`src/rtl/da_bitplane_sequencer.sv`:
```
// Bit-plane sequencer for the distributed-arithmetic LUT/SA datapath.
// Streams one activation bit-plane per cycle, LSB first, then waits for the pipe to drain.
module da_bitplane_sequencer #(
  parameter int DATA_WIDTH_A = 16,
  parameter int K            = 9,
  parameter int PIPE_LAT     = 1
) (
  input  logic                      clk,
  input  logic                      rst,
  input  logic                      in_valid,
  output logic                      in_ready,
  input  logic [K*DATA_WIDTH_A-1:0] A_vec,
  input  logic                      abort,
  output logic                      gen_done,
  output logic                      A0,
  output logic [K-2:0]              addr_array,
  output logic [7:0]                t,
  output logic                      acc_clr,
  output logic                      acc_last,
  output logic                      busy,
  output logic                      res_valid,
  input  logic                      res_ready
);

  localparam int W  = DATA_WIDTH_A;
  localparam int CW = (PIPE_LAT > 1) ? $clog2(PIPE_LAT) : 1;
  localparam logic [CW-1:0] CNT_LAST =
    CW'((PIPE_LAT > 0) ? PIPE_LAT - 1 : 0);
  localparam logic [7:0] T_LAST = 8'(W - 1);

  typedef enum logic [1:0] {
    IDLE,
    RUN,
    DRAIN,
    WAIT_OUT
  } state_t;

  state_t         state;
  logic [W-1:0]   sr [K];
  logic [CW-1:0]  cnt;
  logic           to_idle;

  // abort only cancels work that has not yet produced a result
  assign to_idle = rst |
    (abort & ((state == RUN) | (state == DRAIN)));

  always_ff @(posedge clk) begin
    if (to_idle) begin
      state      <= IDLE;
      in_ready   <= 1'b1;
      busy       <= 1'b0;
      gen_done   <= 1'b0;
      A0         <= 1'b0;
      addr_array <= '0;
      t          <= '0;
      acc_clr    <= 1'b0;
      acc_last   <= 1'b0;
      res_valid  <= 1'b0;
      cnt        <= '0;
      for (int i = 0; i < K; i++)
        sr[i] <= '0;
    end else begin
      unique case (state)
        IDLE: begin
          if (in_valid) begin
            state    <= RUN;
            in_ready <= 1'b0;
            busy     <= 1'b1;
            gen_done <= 1'b1;
            acc_clr  <= 1'b1;
            acc_last <= 1'b0;
            t        <= '0;
            // plane 0 goes straight to the output registers
            A0 <= A_vec[0];
            for (int j = 0; j < K-1; j++)
              addr_array[j] <= A_vec[(j+1)*W];
            for (int i = 0; i < K; i++)
              sr[i] <= A_vec[i*W +: W] >> 1;
          end
        end
        RUN: begin
          if (t == T_LAST) begin
            state      <= (PIPE_LAT == 0) ? WAIT_OUT : DRAIN;
            res_valid  <= (PIPE_LAT == 0);
            gen_done   <= 1'b0;
            A0         <= 1'b0;
            addr_array <= '0;
            acc_clr    <= 1'b0;
            acc_last   <= 1'b0;
            cnt        <= '0;
          end else begin
            t        <= t + 8'd1;
            acc_clr  <= 1'b0;
            acc_last <= ((t + 8'd1) == T_LAST);
            A0       <= sr[0][0];
            for (int j = 0; j < K-1; j++)
              addr_array[j] <= sr[j+1][0];
            for (int i = 0; i < K; i++)
              sr[i] <= sr[i] >> 1;
          end
        end
        DRAIN: begin
          if (cnt == CNT_LAST) begin
            state     <= WAIT_OUT;
            res_valid <= 1'b1;
          end else begin
            cnt <= cnt + CW'(1);
          end
        end
        WAIT_OUT: begin
          if (res_ready) begin
            state     <= IDLE;
            res_valid <= 1'b0;
            busy      <= 1'b0;
            in_ready  <= 1'b1;
            t         <= '0;
          end
        end
        default: state <= IDLE;
      endcase
    end
  end

endmodule

```
`config.mk`:
```
export PLATFORM = sky130hd
export DESIGN_NAME = da_bitplane_sequencer
export DESIGN_NICKNAME = d
export VERILOG_FILES = /design/src/rtl/da_bitplane_sequencer.sv
export SDC_FILE = /design/constraint.sdc
export NUM_CORES = 1
export LEC_CHECK = 0
export CORE_AREA = 5 5 124 126
export CTS_CLUSTER_DIAMETER = 200
export DETAILED_ROUTE_END_ITERATION = 12
export DIE_AREA = 0 0 129 131
export GPL_TIMING_DRIVEN = 0
export PLACE_DENSITY = 0.87
export SYNTH_ARGS = -nofsm -noshare
export SYNTH_HDL_FRONTEND = slang
export SYNTH_SLANG_ARGS = --single-unit
```
`constraint.sdc`:
```
create_clock -name clk -period 7.2 [get_ports clk]
set_input_delay 1.44 -clock clk [delete_from_list [all_inputs] [get_ports clk]]
set_output_delay 1.44 -clock clk [all_outputs]
set_load 0.02 [all_outputs]
```
==> flow_metrics.py, run 1 <==
metrics = {
    "sta": {
        "finalCritPeriodShare": 0.474,
        "period_minus_slack_ps": 3410,
        "rsz0062_at_grt": "false",
        "max_slew_margin": 0.365,
        "fmax_ghz": 0.293,
        "hold_violations": 0,
        "tightest_slew_ps": 946,
        "finalSetupViolCount": 0,
        "finClkSkew_ps": 9.18,
        "whs_ps": 474,
        "drv_slew": 0,
    },
    "clock_network": {
        "clkTransAtPathRegs_ps": 60,
        "cts.repair.resized": 0,
        "numCtsBuffers": 17,
        "cts-root-buf": "clkbuf_16",
        "cts_sinks": 160,
        "cts_setup_buffers": 0,
        "cts_max_level": 4,
        "cts_tree": "built",
        "worst_skew_pair.late_latency_ps": 410,
        "hold_buffers": 0,
        "clk_path_buf_depth": 2,
    },
    "yosys": {
        "syn-cell-area_mm2": 0.00676,
        "syn_area_per_cell_um2": 14.5,
        "ys_seq_area_frac": 0.673,
        "yosysUniqueCellTypes": 44,
        "ys_warn_count": 0,
        "ys_ff_latch": 160,
        "syn_nets": 624,
        "synth_cells": 468,
    },
    "floorplan": {
        "start_util": 0.476,
        "die_h_um": 131,
        "ioPinCount": 172,
        "die_w_um": 129,
        "design.die.area_mm2": 0.0169,
        "fp.coreArea_mm2": 0.0142,
        "num_rows": 44,
    },
    "power_and_ir_drop": {
        "p_leak_nw": 3.55,
        "pwr-share-comb": 0.252,
        "pwr-share-clk": 0.268,
        "power_density_mw_per_mm2": 349,
        "seqPwrFrac": 0.481,
        "p_sw_frac": 0.287,
        "power_w": 0.00326,
        "ir_drop_v": 0.000161,
        "p_int_w": 0.00232,
        "p_sw_w": 0.000933,
    },
    "detailed_routing": {
        "antenna_left": 0,
        "dr.first_iter.drc_count": 407,
        "vias_per_cell": 5.72,
        "routed_wl_um": 16500,
        "route.detailed.drc": 0,
        "vias": 4901,
        "wl_per_cell_um": 19.3,
        "dr.pass1.iters": 5,
    },
    "setup_path": {
        "timing_worst_setup_path_type": "in -> reg",
        "crit_path_max_incr_delay_ps": 610,
        "crit_fanout": 66,
        "crit_arrival_ps": 3530,
        "r2r_slack_ps": 4350,
        "cp_slowest_cell": "a21oi_1",
        "crit_chain": "clkdlybuf4s50_1 > a21oi_1 > nand3_4 > buf_16",
        "start_kind": "input pin",
        "crit_path_end_kind": "flip-flop",
        "worst_ep_required_time_ps": 7320,
    },
    "final_layout": {
        "fin_nets": 816,
        "antenna_cells": 0,
        "final_cell_mix": "clkdlybuf4s50_1, edfxtp_1, a22o_1",
        "area_growth_pct": 38.1,
        "drive_gt1_frac": 0.0728,
        "final_common_cell": "clkdlybuf4s50_1",
    },
    "placed_design": {
        "hpwl_um": 11900,
        "port_buffers": 171,
        "place_congestion": 0.929,
    },
    "flow_run": {
        "maxCapViolCount": 0,
    },
    "global_route": {
        "overflow": 0,
        "grt_pass1_wl_um": 26400,
        "track_usage": 0.201,
        "grt_pass1_vias": 5056,
        "grt_max_degree": 67,
        "antenna_found_initial": 0,
    },
    "run_status": {
        "status": "complete, no violations",
    },
    "min_path": {
        "hold_path.class": "reg -> reg",
    },
}
[critical path: cells and delay by family]
kind                   cells  cell delay [ps]
buffers and inverters      2              830
and+or+nand+nor            1              580
AOI/OAI and AO/OA          1              610
[cells by family after synthesis]
kind of cell / Yosys count / share of synthesized area
AOI/OAI and AO/OA: 173 / 0.214
xor gates and xnor gates: 3 / 0.00389
adders and majority gates: 7 / 0.0130
buffers and inverters: 44 / 0.0296
DFF: 160 / 0.673
muxes: 1 / 0.00148
and+or+nand+nor: 80 / 0.0646
[cell type report]
class / count / area (um^2)
Sequential cell: 160 / 4550
Multi-Input combinational cell: 264 / 2020
Inverter: 6 / 22.5
Buffer: 38 / 178
Timing Repair Buffer: 173 / 1760
Clock inverter: 3 / 43.8
Fill cell: 1021 / 4860
Clock buffer: 29 / 533
Tap cell: 184 / 230
[synth_stat cells, drive strengths merged]
cell	instances	share of area
nor3b	1	0.0011
o21ai	7	0.0052
a222oi	6	0.0089
a31oi	1	0.00093
buf	20	0.016
a21oi	16	0.012
and3	1	0.00093
mux2i	1	0.0015
a21o	1	0.0011
nor2	23	0.013
a211oi	2	0.0041
o211ai	1	0.0011
inv	6	0.0033
and2	9	0.0083
dfxtp	25	0.074
nand2	10	0.0056
a311oi	1	0.0013
a221oi	3	0.0039
clkbuf	18	0.010
and4	1	0.0013
ha	7	0.013
xor2	1	0.0013
o211a	1	0.0015
xnor2	2	0.0026
or3	3	0.0028
or4b	2	0.0030
a22o	127	0.16
nor2b	5	0.0046
nor4	3	0.0050
nand2b	3	0.0028
edfxtp	135	0.60
nand3	9	0.0067
a221o	4	0.0059
o31ai	2	0.0022
nor3	8	0.0076
or4	2	0.0022
o21a	1	0.0011
[registers in the layout, summed over array words and instances, names as in the netlist]
signal / count
A0: 1
busy: 1
state: 2
sr: 135
addr_array: 8
acc_last: 1
in_ready: 1
t: 8
acc_clr: 1
res_valid: 1
gen_done: 1
[power by group through the flow]
| stage | clock (W) | sequential (W) | combinational, W |
|---|---|---|---|
| 6_report | 0.000872 | 0.00157 | 0.000819 |
| 2_1_floorplan | 0 | 0.00161 | 0.000469 |
| 3_5_place_dp | 0 | 0.00157 | 0.000824 |
| 5_1_grt | 0.000926 | 0.00160 | 0.000893 |
| 4_1_cts | 0.000887 | 0.00157 | 0.000825 |
| 3_3_place_gp | 0 | 0.00163 | 0.000759 |
[worst paths after layout]
check,start,to,cells after the start
worst max-delay path,abort,sr[0][74]$_SDFFCE_PP0P_,4
worst min-delay path,acc_last$_SDFFE_PP0P_,acc_last$_SDFFE_PP0P_,2
worst max register to register,t[4]$_SDFFE_PP0P_,sr[0][74]$_SDFFCE_PP0P_,5
worst min register to register,acc_last$_SDFFE_PP0P_,acc_last$_SDFFE_PP0P_,2
[per-stage QoR]
step	worst slack, ps	cell area (um^2)	util	TNS (ps)	std cells
2_1_floorplan	882	6760	-	0	468
3_3_place_gp	-1580	8700	0.613	-213030	823
3_5_place_dp	3380	8760	0.617	0	825
4_1_cts	3820	9340	0.658	0	857
5_1_grt	3670	9340	0.658	0	857
6_report	3790	9340	0.658	0	857
[layer usage]
metal,GRT usage,up-vias,part of all wire
li1,-,2285,-
met3,0.0687,34,0.088
met1,0.256,2374,0.41
met2,0.319,208,0.48
met4,0.0784,0,0.024
met5,0,-,0
Note: power is estimated with default switching activity, not from simulation.
==> run 2, diff against run 1 <==
clock period = 3.6 ns   (was 7.2 ns; I/O delays follow)
==> flow_metrics.py, run 2 (synthesis results as in run 1) <==
metrics = {
    "power_and_ir_drop": {
        "pwr-share-clk": 0.286,
        "p_sw_w": 0.00193,
        "power_density_mw_per_mm2": 710,
        "p_int_w": 0.00476,
        "seqPwrFrac": 0.469,
        "p_sw_frac": 0.288,
        "p_leak_nw": 3.59,
        "ir_drop_v": 0.000387,
        "pwr-share-comb": 0.246,
    },
    "clock_network": {
        "clk_path_buf_depth": 2,
        "cts-root-buf": "clkbuf_16",
        "cts_setup_buffers": 0,
        "cts.repair.resized": 0,
        "worst_skew_pair.late_latency_ps": 420,
        "cts_sinks": 160,
        "numCtsBuffers": 17,
        "cts_tree": "built",
        "clkTransAtPathRegs_ps": 60,
        "cts_max_level": 4,
        "hold_buffers": 0,
    },
    "detailed_routing": {
        "vias": 4871,
        "vias_per_cell": 5.68,
        "routed_wl_um": 16600,
        "dr.pass1.iters": 6,
        "route.detailed.drc": 0,
        "dr.first_iter.drc_count": 495,
        "wl_per_cell_um": 19.4,
        "antenna_left": 0,
    },
    "floorplan": {
        "die_h_um": 131,
        "die_w_um": 129,
        "fp.coreArea_mm2": 0.0142,
        "design.die.area_mm2": 0.0169,
        "ioPinCount": 172,
        "num_rows": 44,
        "start_util": 0.476,
    },
    "setup_path": {
        "timing_worst_setup_path_type": "reg -> reg",
        "crit_path_end_kind": "flip-flop",
        "crit_chain": "buf_2 > or4_1 > o21ai_1 > nand3_4 > buf_16 > buf_16",
        "cp_top_family": "simple AND/OR/NAND/NOR gates",
        "r2r-start": "t[4]$_SDFFE_PP0P_",
        "crit_arrival_ps": 3170,
        "rr_endpoint": "sr[0][132]$_DFFE_PP_",
        "path_buf_inv": 3,
        "r2r_cells": 6,
        "start_kind": "flip-flop",
        "crit_fanout": 57,
        "worst_ep_required_time_ps": 3740,
        "crit_path_max_incr_delay_ps": 570,
        "cp_slowest_cell": "or4_1",
        "cp_common_cell": "buf_16",
        "r2r_slack_ps": 570,
    },
    "flow_run": {
        "maxCapViolCount": 0,
    },
    "final_layout": {
        "area_growth_pct": 39.3,
        "largest_reg_flops": 135,
        "final_common_cell": "clkdlybuf4s50_1",
        "utilization": 0.663,
        "final_area_mm2": 0.00942,
        "fin_nets": 816,
        "layoutNonFillerInstCount": 857,
        "fill_cells": 1028,
        "regMostFlops": "sr",
        "antenna_cells": 0,
        "drive_gt1_frac": 0.0832,
        "final_cell_mix": "clkdlybuf4s50_1, edfxtp_1, a22o_1",
        "biggestRegsByFlops": "sr x135, addr_array x8, t x8",
    },
    "min_path": {
        "hold_end": "acc_last$_SDFFE_PP0P_",
        "hold_path.class": "reg -> reg",
        "whs_path_depth": 2,
        "hp-start": "acc_last$_SDFFE_PP0P_",
    },
    "placed_design": {
        "place_inst": 825,
        "hpwl_um": 11800,
        "port_buffers": 171,
        "dpl_cell_area_mm2": 0.00877,
        "place_congestion": 0.937,
    },
    "sta": {
        "tightest_slew_ps": 948,
        "finalSetupViolCount": 0,
        "max_slew_margin": 0.364,
        "drv_slew": 0,
        "finClkSkew_ps": 8.05,
        "hold_violations": 0,
        "period_minus_slack_ps": 3030,
        "finalCritPeriodShare": 0.842,
        "rsz0062_at_grt": "false",
        "whs_ps": 481,
        "tns_ps": 0,
        "fmax_ghz": 0.330,
    },
    "global_route": {
        "grt_pass1_wl_um": 26100,
        "grt_busiest_layer": "met2",
        "grt_pass1_vias": 5046,
        "antenna_found_initial": 0,
        "track_usage": 0.199,
        "met3_usage": 0.0593,
        "overflow": 0,
        "grt_max_degree": 58,
        "grt_util_met2": 0.328,
        "grtUsageMet1": 0.255,
    },
    "run_status": {
        "status": "complete, no violations",
    },
}
==> run 2: power groups by stage <==
stage / sequential (W) / clock (W) / combinational, W
after floorplan: 0.00315 / 0 / 0.000947
after global placement: 0.00316 / 0 / 0.00153
after detailed placement: 0.00315 / 0 / 0.00164
after CTS: 0.00313 / 0.00194 / 0.00165
after global routing: 0.00319 / 0.00203 / 0.00179
final: 0.00313 / 0.00191 / 0.00164
==> run 2: cell type report <==
| class | count | area (um^2) | share of cell area |
|---|---|---|---|
| Sequential cell | 160 | 4550 | 0.483 |
| Clock inverter | 7 | 77.6 | 0.00823 |
| Tap cell | 184 | 230 | 0.0244 |
| Inverter | 6 | 22.5 | 0.00239 |
| Multi-Input combinational cell | 264 | 2020 | 0.215 |
| Clock buffer | 25 | 571 | 0.0606 |
| Timing Repair Buffer | 173 | 1770 | 0.188 |
| Buffer | 38 | 178 | 0.0189 |
==> run 2: how the worst max path moves through the flow <==
stage	start	endpoint	cells after the start
final	t[4]$_SDFFE_PP0P_	sr[0][132]$_DFFE_PP_	6
after global routing	t[4]$_SDFFE_PP0P_	sr[0][89]$_SDFFCE_PP0P_	6
after CTS	t[4]$_SDFFE_PP0P_	sr[0][89]$_SDFFCE_PP0P_	6
after detailed placement	abort	sr[0][132]$_DFFE_PP_	5
after global placement	abort	sr[0][132]$_DFFE_PP_	3
after floorplan	t[4]$_SDFFE_PP0P_	sr[0][0]$_DFFE_PP_	4
==> run 2: tightest hold or removal path: stages, from the launching register on <==
cell and delay, ps:
dfxtp_1 320, nand3_1 60, o31ai_1 60
==> run 2: stage by stage <==
step | power [W] | setup WS, ps
global placement | 0.00469 | -472
detailed placement | 0.00479 | 327
floorplan | 0.00409 | 428
global route | 0.00701 | 352
finish | 0.00669 | 569
CTS | 0.00673 | 577
==> run 2: metal layers <==
layer / vias to the layer above / routed length [um]
li1: 2285 / -
met1: 2356 / 6830
met2: 203 / 8190
met3: 27 / 1310
met4: 0 / 261
met5: - / 0
